[config.mk]
export PLATFORM = sky130hd
export DESIGN_NAME = poly_addr_gen_flat
export DESIGN_NICKNAME = d
export VERILOG_FILES = /design/src/rtl/poly_addr_gen_if.sv /design/src/rtl/poly_addr_gen.sv /design/src/flat_wrapper.sv
export SDC_FILE = /design/constraint.sdc
export NUM_CORES = 1
export LEC_CHECK = 0
export CAP_MARGIN = 15
export CORE_MARGIN = 2
export CORE_UTILIZATION = 40
export CTS_CLUSTER_DIAMETER = 60
export CTS_CLUSTER_SIZE = 12
export DETAILED_ROUTE_END_ITERATION = 7
export SLEW_MARGIN = 20
export SYNTH_ARGS = -nofsm -noshare
export SYNTH_HDL_FRONTEND = slang
export SYNTH_SLANG_ARGS = --single-unit
[constraint.sdc]
create_clock -name clk -period 4.06 [get_ports clk]
set_input_delay 0.812 -clock clk [delete_from_list [all_inputs] [get_ports clk]]
set_output_delay 0.812 -clock clk [all_outputs]
set_load 0.01 [all_outputs]
[src/rtl/poly_addr_gen_if.sv]
`default_nettype none
// ============================================================================
//  Module      : poly_addr_gen_if
//  Description : Configuration, step handshake and result bus of the
//                polyphase read-address / phase generator.
//  Revision    : 1.0 - initial release
// ============================================================================
interface poly_addr_gen_if #(
  parameter int PHASE_W = 4,
  parameter int ADDR_W  = 10
);
  logic [PHASE_W-1:0] cfg_l;
  logic [PHASE_W-1:0] cfg_m;
  logic               cfg_load;
  logic               step_req;
  logic               step_rdy;
  logic               out_vld;
  logic [PHASE_W-1:0] phase;
  logic [ADDR_W-1:0]  addr;
  logic [PHASE_W-1:0] adv;
  logic               cfg_err;

  // Requester side: programs L/M and asks for output-sample addresses
  modport master (
    output cfg_l, cfg_m, cfg_load, step_req,
    input  step_rdy, out_vld, phase, addr, adv, cfg_err
  );

  // Generator side
  modport slave (
    input  cfg_l, cfg_m, cfg_load, step_req,
    output step_rdy, out_vld, phase, addr, adv, cfg_err
  );
endinterface
`default_nettype wire

[src/rtl/poly_addr_gen.sv]
`default_nettype none
// ============================================================================
//  Module      : poly_addr_gen
//  Description : Runtime-programmable L/M polyphase phase and buffer read
//                address generator. Each step adds M to the phase and
//                removes L once per cycle until the remainder is below L;
//                every removal consumes one input sample (address +1).
//  Revision    : 1.0 - initial release
// ============================================================================
module poly_addr_gen #(
  parameter int PHASE_W = 4,
  parameter int ADDR_W  = 10,
  parameter int DEPTH   = 1024,
  parameter int DEF_L   = 4,
  parameter int DEF_M   = 3
) (
  input  wire              clk,
  input  wire              rn,
  poly_addr_gen_if.slave   bus
);

  typedef enum logic [0:0] {
    S_IDLE = 1'b0,
    S_ACC  = 1'b1
  } state_t;

  localparam logic [ADDR_W-1:0] C_LAST_ADDR = ADDR_W'(DEPTH - 1);

  state_t               state_q,   state_d;
  logic [PHASE_W-1:0]   l_q,       l_d;
  logic [PHASE_W-1:0]   m_q,       m_d;
  logic [PHASE_W-1:0]   phase_q,   phase_d;
  logic [ADDR_W-1:0]    addr_q,    addr_d;
  logic [PHASE_W-1:0]   adv_q,     adv_d;
  logic [PHASE_W:0]     acc_q,     acc_d;
  logic [ADDR_W-1:0]    waddr_q,   waddr_d;
  logic [PHASE_W-1:0]   cnt_q,     cnt_d;
  logic                 out_vld_q, out_vld_d;
  logic                 cfg_err_q, cfg_err_d;

  // A load is legal only in IDLE with a non-zero L; it takes effect before
  // a simultaneous step so the step starts from phase 0 with the new M.
  logic                 w_load_ok;
  logic [PHASE_W-1:0]   w_base_phase;
  logic [PHASE_W-1:0]   w_base_m;

  assign w_load_ok    = bus.cfg_load && (bus.cfg_l != '0);
  assign w_base_phase = w_load_ok ? '0        : phase_q;
  assign w_base_m     = w_load_ok ? bus.cfg_m : m_q;

  // State register; reset restores the default ratio and aborts any step
  always_ff @(posedge clk) begin
    if (!rn) begin
      state_q   <= S_IDLE;
      l_q       <= PHASE_W'(DEF_L);
      m_q       <= PHASE_W'(DEF_M);
      phase_q   <= '0;
      addr_q    <= '0;
      adv_q     <= '0;
      acc_q     <= '0;
      waddr_q   <= '0;
      cnt_q     <= '0;
      out_vld_q <= 1'b0;
      cfg_err_q <= 1'b0;
    end else begin
      state_q   <= state_d;
      l_q       <= l_d;
      m_q       <= m_d;
      phase_q   <= phase_d;
      addr_q    <= addr_d;
      adv_q     <= adv_d;
      acc_q     <= acc_d;
      waddr_q   <= waddr_d;
      cnt_q     <= cnt_d;
      out_vld_q <= out_vld_d;
      cfg_err_q <= cfg_err_d;
    end
  end

  // Next-state logic: config load, step start, one L subtraction per cycle
  always_comb begin
    state_d   = state_q;
    l_d       = l_q;
    m_d       = m_q;
    phase_d   = phase_q;
    addr_d    = addr_q;
    adv_d     = adv_q;
    acc_d     = acc_q;
    waddr_d   = waddr_q;
    cnt_d     = cnt_q;
    out_vld_d = 1'b0;
    cfg_err_d = 1'b0;

    case (state_q)
      S_IDLE: begin
        if (bus.cfg_load) begin
          if (w_load_ok) begin
            l_d     = bus.cfg_l;
            m_d     = bus.cfg_m;
            phase_d = '0;
          end else begin
            cfg_err_d = 1'b1;
          end
        end
        if (bus.step_req) begin
          acc_d   = {1'b0, w_base_phase} + {1'b0, w_base_m};
          waddr_d = addr_q;
          cnt_d   = '0;
          state_d = S_ACC;
        end
      end

      S_ACC: begin
        // Loads are never accepted mid-step
        if (bus.cfg_load) begin
          cfg_err_d = 1'b1;
        end
        if (acc_q >= {1'b0, l_q}) begin
          acc_d   = acc_q - {1'b0, l_q};
          cnt_d   = cnt_q + PHASE_W'(1);
          waddr_d = (waddr_q == C_LAST_ADDR) ? '0 : waddr_q + ADDR_W'(1);
        end else begin
          phase_d   = acc_q[PHASE_W-1:0];
          addr_d    = waddr_q;
          adv_d     = cnt_q;
          out_vld_d = 1'b1;
          state_d   = S_IDLE;
        end
      end

      default: state_d = S_IDLE;
    endcase
  end

  assign bus.step_rdy = (state_q == S_IDLE);
  assign bus.out_vld  = out_vld_q;
  assign bus.phase    = phase_q;
  assign bus.addr     = addr_q;
  assign bus.adv      = adv_q;
  assign bus.cfg_err  = cfg_err_q;

endmodule
`default_nettype wire

[src/flat_wrapper.sv]
// flat-port wrapper written by rule: the top's interface ports become plain ports
module poly_addr_gen_flat 
#(
  parameter int PHASE_W = 4,
  parameter int ADDR_W  = 10,
  parameter int DEPTH   = 1024,
  parameter int DEF_L   = 4,
  parameter int DEF_M   = 3
)
  (clk, rn, bus_cfg_l, bus_cfg_m, bus_cfg_load, bus_step_req, bus_step_rdy, bus_out_vld, bus_phase, bus_addr, bus_adv, bus_cfg_err);
  poly_addr_gen_if #(.PHASE_W(PHASE_W), .ADDR_W(ADDR_W)) bus_i ();
  input  wire clk;
  input  wire rn;
  input wire logic [$bits(bus_i.cfg_l)-1:0] bus_cfg_l;
  input wire logic [$bits(bus_i.cfg_m)-1:0] bus_cfg_m;
  input wire logic [$bits(bus_i.cfg_load)-1:0] bus_cfg_load;
  input wire logic [$bits(bus_i.step_req)-1:0] bus_step_req;
  output wire logic [$bits(bus_i.step_rdy)-1:0] bus_step_rdy;
  output wire logic [$bits(bus_i.out_vld)-1:0] bus_out_vld;
  output wire logic [$bits(bus_i.phase)-1:0] bus_phase;
  output wire logic [$bits(bus_i.addr)-1:0] bus_addr;
  output wire logic [$bits(bus_i.adv)-1:0] bus_adv;
  output wire logic [$bits(bus_i.cfg_err)-1:0] bus_cfg_err;
  assign bus_i.cfg_l = bus_cfg_l;
  assign bus_i.cfg_m = bus_cfg_m;
  assign bus_i.cfg_load = bus_cfg_load;
  assign bus_i.step_req = bus_step_req;
  assign bus_step_rdy = bus_i.step_rdy;
  assign bus_out_vld = bus_i.out_vld;
  assign bus_phase = bus_i.phase;
  assign bus_addr = bus_i.addr;
  assign bus_adv = bus_i.adv;
  assign bus_cfg_err = bus_i.cfg_err;
  poly_addr_gen #(.PHASE_W(PHASE_W), .ADDR_W(ADDR_W), .DEPTH(DEPTH), .DEF_L(DEF_L), .DEF_M(DEF_M)) u_core (.clk(clk), .rn(rn), .bus(bus_i));
endmodule
Word level (Yosys, flattened, before mapping)
Cells that the tools add are included.
- ROM bits: 0
- register bits: 48
- output and inout port bits: 21
- latch bits: 0
- memories kept: 0
- word-level logic and storage cells: 54
- RAM bits: 0
- reductions and logical operators: 8
- muxes and demuxes: 23
- magnitude comparators: 1
- bitwise gates (word level): 2
- div/mod/pow operators: 0
- $add $sub $neg: 4
- equal/unequal tests: 5
- $mul: 0
- shift-type cells: 0
- operators by type and width (kind ; count):
    10-bit 2-to-1 mux ; 3
    4-bit 2-to-1 mux ; 6
    10-bit case mux with 2 select lines ; 1
    4-bit case mux with 2 select lines ; 2
    10-bit by 1-bit adder with 10-bit output, second input constant ; 1
    10-bit == test, second input constant ; 1
    5-bit 2-to-1 mux ; 2
    5-bit case mux with 2 select lines ; 1
    2-bit AND reduction ; 5
    2-bit inequality test, second input constant ; 4
    1-bit 2-to-1 mux ; 6
    4-bit by 4-bit adder with 5-bit output ; 1
    5-bit by 4-bit greater-or-equal comparator with 1-bit output ; 1
    5-bit by 4-bit subtractor with 5-bit output ; 1
    4-bit by 1-bit adder with 4-bit output, second input constant ; 1
    1-bit case mux with 2 select lines ; 2
    4-bit nonzero test ; 1
    3-bit AND reduction ; 1
    1-bit NOT ; 2
    1-bit logical AND ; 1

Depth between registers and ports, before layout
- depth after elaboration: 6
- depth in mapped cells: 11

Worst setup path after synthesis
No wires, ideal clock.
- kind: input -> register
- from: input bus_cfg_l[3]
- to: register u_core.acc_q[4]
- setup slack: 1.105 ns
- library setup time: 0.132 ns
- required time: 3.928 ns
- cell stages on the path: 11
- data arrival time: 2.822 ns
- cell sequence: or4_1 nand2_1 mux2_2 ha_1 inv_1 fa_1 nor2b_1 o21ai_0 a21oi_1 o21ai_0 a21oi_1
- word-level cells in the longest chain between the ends: 6
- elaborated cells between the ends (all ways): 7
- classes of those cells: add/sub: 1; mux: 4; reduce/logical: 2
- RTL lines (item ; line ; text):
    start, declared ; flat_wrapper.sv:14 ; input wire logic [$bits(bus_i.cfg_l)-1:0] bus_cfg_l;
    4-bit nonzero test ; poly_addr_gen.sv:47 ; assign w_load_ok = bus.cfg_load && (bus.cfg_l != '0);
    1-bit logical AND ; poly_addr_gen.sv:47 ;
    4-bit 2-to-1 mux ; poly_addr_gen.sv:49 ; assign w_base_m = w_load_ok ? bus.cfg_m : m_q;
    named net u_core.w_base_m[0] ; poly_addr_gen.sv:45 ; logic [PHASE_W-1:0] w_base_m;
    4-bit by 4-bit adder with 5-bit output ; poly_addr_gen.sv:106 ; acc_d = {1'b0, w_base_phase} + {1'b0, w_base_m};
    5-bit 2-to-1 mux ; poly_addr_gen.sv:105 ; if (bus.step_req) begin
    5-bit case mux with 2 select lines ; poly_addr_gen.sv:94 ; case (state_q)
    end signal, assigned ; poly_addr_gen.sv:60 ; acc_q <= '0;
    end signal, assigned ; poly_addr_gen.sv:72 ; acc_q <= acc_d;
    end, declared ; poly_addr_gen.sv:35 ; logic [PHASE_W:0] acc_q, acc_d;
The timed path passes the listed nets, and every way through them passes these cells. The select of a mux whose other input is x is not followed.
A chain may end at the register's enable or synchronous reset.

Worst setup path in the final report
Same ends and word-level chain as after synthesis.

==> impl_metrics.ini <==
[global_routing]
grt_use_total = 0.1789
grt_start_max_net_pins = 27
initial_antenna_violation_count = 0
grt_first_pass_wirelength_mm = 9.370
grt_pass1_vias = 1921
grt_overflow = 0

[clocking]
cts_setup_buffers = 0
clk-insertion-delay-late_ps = 300
cts_repair_resize_count = 0
cts.reportedPaths.clkPinSlew_ps = 90
cts.hold.buffers_added = 0
tritoncts_num_sinks = 48
cts_tree = built
ctsRootBufferMaster = sky130_fd_sc_hd__clkbuf_8
numCtsBuffers = 5
cts.htree.levels = 2
clockBufferDepth = 2

[sta]
timing.final.max_slew_violations = 0
grt_setup_unrepaired = no
setup_viol = 0
hold-worst-slack_ps = 473.0
skew_ps = 9.712
final-hold-violation-count = 0
period_share = 0.8013
highest_clock_rate_mhz = 307.4
worstMarginPinSlew_ps = 775.2
max-slew-margin-rel = 0.4821
setup-tns-final_ps = 0
final_period_minus_worst_setup_slack_ps = 3253

[yosys]
post_syn_area_per_cell_um2 = 8.799
synth_sequential_area_ratio = 0.3900
synthCells = 280
synth.distinct_cells = 49
yosysWarnings = 0
postSynth.asyncResetShare = 0
synth_seq_cells = 48
mappedNetlistNets = 304
post_syn_area_um2 = 2464
synth_edf_count = 0
synth_top_flop_cell = sky130_fd_sc_hd__dfxtp_1

[power_and_ir_drop]
ir_drop_mv = 0.2668
design_power_total_mw = 1.210
power_per_cell_area_nw_per_um2 = 414.1
leakage_nw = 1.071

[critical_path]
worstPathMaxFanout = 8
critPathCaptureType = flop
critical_path_at_ps = 3490
timing.critical_path.from_type = input pin
critPathKind = in2reg
worst_ep_required_time_ps = 4290

[placed_design]
io_buffer_count = 32
post-dp-hpwl_mm = 3.842
gp_congestion = 0.8273
detailed_place.area_um2 = 2814

[layout]
area_growth_pct = 18.59
layout-drive-gt1-share = 0.06209
nNetsFinal = 329
n_fill_cell = 579
n_antenna_cell = 0
final_design_area_no_fill_um2 = 2922

[floorplan]
die_x_um = 82.48
placementRows = 28
core-area_um2 = 5921
initial_cell_density_of_the_core = 0.4161
floorplan.io_pins = 33
fp.dieArea_um2 = 6803
chipHeight_um = 82.48

[detailed_routing]
via_count = 2036
first_pass_iters = 4
drtAntennaViolNets = 0
drtIter0Drc = 97
finalWirelength_mm = 5.584
avgRoutedWirePerCell_um = 14.66
detail_route.vias_per_cell = 5.344
drc_errors = 0

[worst_hold_path]
min_path_type = reg2reg

[run_status]
run_status = finished, final reports clean

[job]
drv.max_cap_violation_count = 0
## final timing paths
path	end	slack [ps]	cells past startpoint	start
max	u_core.acc_q[4]	810	12	bus_cfg_l[3]
min	u_core.waddr_q[1]	470	2	u_core.bus.addr[1]
max reg2reg	u_core.waddr_q[8]	1700	7	u_core.l_q[2]
min reg2reg	u_core.waddr_q[1]	470	2	u_core.bus.addr[1]
## metrics by stage
| stage | setup WS (ps) | util | instances |
|---|---|---|---|
| after floorplan | 1105 | - | 280 |
| after global placement | 571.7 | 0.4753 | 373 |
| after detailed placement | 506.6 | 0.4753 | 373 |
| after CTS | 802.7 | 0.4934 | 381 |
| after global routing | 588.7 | 0.4934 | 381 |
| final | 806.6 | 0.4934 | 381 |
## cells in the mapped netlist (3+ instances only)
library cell,number,area share
sky130_fd_sc_hd__inv_1,11,0.017
sky130_fd_sc_hd__o211ai_1,6,0.018
sky130_fd_sc_hd__o21a_1,3,0.0091
sky130_fd_sc_hd__nor2b_1,6,0.015
sky130_fd_sc_hd__mux2_2,4,0.018
sky130_fd_sc_hd__nor3_1,5,0.010
sky130_fd_sc_hd__buf_6,3,0.014
sky130_fd_sc_hd__nand3b_1,3,0.0091
sky130_fd_sc_hd__nor2_1,32,0.049
sky130_fd_sc_hd__nand3_1,6,0.012
sky130_fd_sc_hd__or4_1,3,0.0091
sky130_fd_sc_hd__and2_1,5,0.013
sky130_fd_sc_hd__buf_2,4,0.0081
sky130_fd_sc_hd__a211oi_1,6,0.018
sky130_fd_sc_hd__a22oi_1,8,0.024
sky130_fd_sc_hd__clkbuf_1,7,0.011
sky130_fd_sc_hd__mux2i_1,16,0.065
sky130_fd_sc_hd__o21ai_0,12,0.024
sky130_fd_sc_hd__ha_1,10,0.051
sky130_fd_sc_hd__a21oi_1,22,0.045
sky130_fd_sc_hd__nand2_1,25,0.038
sky130_fd_sc_hd__dfxtp_1,48,0.39
## layout make-up
cell class	count	area, µm²	area share
clock inverters	2	35.03	0.01199
well taps	75	93.84	0.03212
clock buffers	6	72.57	0.02484
multi-input cells	204	1366	0.4677
flip-flops and latches	48	960.9	0.3289
inverters	12	45.04	0.01542
repair buffers	34	347.8	0.1191
## cell families (layout without fill, tap and decap cells)
| group | after synthesis | after routing | synth area share |
|---|---|---|---|
| xor gates and xnor gates | 2 | 2 | 0.007112 |
| muxes | 20 | 20 | 0.08329 |
| adders and majority gates | 12 | 12 | 0.06704 |
| DFF | 48 | 48 | 0.3900 |
| AOI/OAI and AO/OA | 76 | 76 | 0.2113 |
| buffers and inverters | 28 | 54 | 0.05536 |
| and+or+nand+nor | 94 | 94 | 0.1859 |
## per-layer routing
metal | global-route usage | routed length, µm
met1 | 0.2483 | 2815
met2 | 0.2839 | 2490
met3 | 0.03261 | 216
met4 | 0.05000 | 62
met5 | 0 | 0
## critical path: stages
cell                              delay, ps
sky130_fd_sc_hd__clkdlybuf4s50_1        420
sky130_fd_sc_hd__or4_1                  570
sky130_fd_sc_hd__nand2_1                260
sky130_fd_sc_hd__mux2_2                 210
sky130_fd_sc_hd__ha_1                   160
sky130_fd_sc_hd__inv_1                   60
sky130_fd_sc_hd__fa_1                   370
sky130_fd_sc_hd__nor2b_1                150
sky130_fd_sc_hd__o21ai_0                 90
sky130_fd_sc_hd__a21oi_1                140
sky130_fd_sc_hd__o21ai_0                100
sky130_fd_sc_hd__a21oi_1                150
## sequential cells by signal (all words and copies together) (netlist names)
| name | cells |
|---|---|
| u_core.waddr_q | 10 |
| u_core.bus.cfg_err | 1 |
| u_core.l_q | 4 |
| u_core.bus.adv | 4 |
| u_core.bus.out_vld | 1 |
| u_core.state_q | 1 |
| u_core.m_q | 4 |
| u_core.bus.phase | 4 |
| u_core.bus.addr | 10 |
| u_core.acc_q | 5 |
| u_core.cnt_q | 4 |
## cells in the final DEF (no fill, tap or decap), drive strengths merged, types with 3 or more instances in the layout
master	netlist	routed
inv	11	11
a22oi	8	8
a21oi	22	22
o211ai	6	6
nor3	5	5
nand3	6	6
clkdlybuf4s50	0	32
and2	5	5
nand2	25	25
mux2	4	4
o21a	3	3
ha	10	10
nand3b	3	3
dfxtp	48	48
a211oi	6	6
clkbuf	7	6
nor2b	6	6
nor2	34	34
or4	3	3
mux2i	16	16
o21ai	12	12
## power breakdown
| group | switching, mW | internal (mW) | total (mW) |
|---|---|---|---|
| Clock | 0.160 | 0.183 | 0.343 |
| Sequential | 0.0328 | 0.505 | 0.538 |
| Combinational | 0.198 | 0.131 | 0.329 |
| Total | 0.391 | 0.819 | 1.21 |
Note: power is estimated with default switching activity, not from simulation.
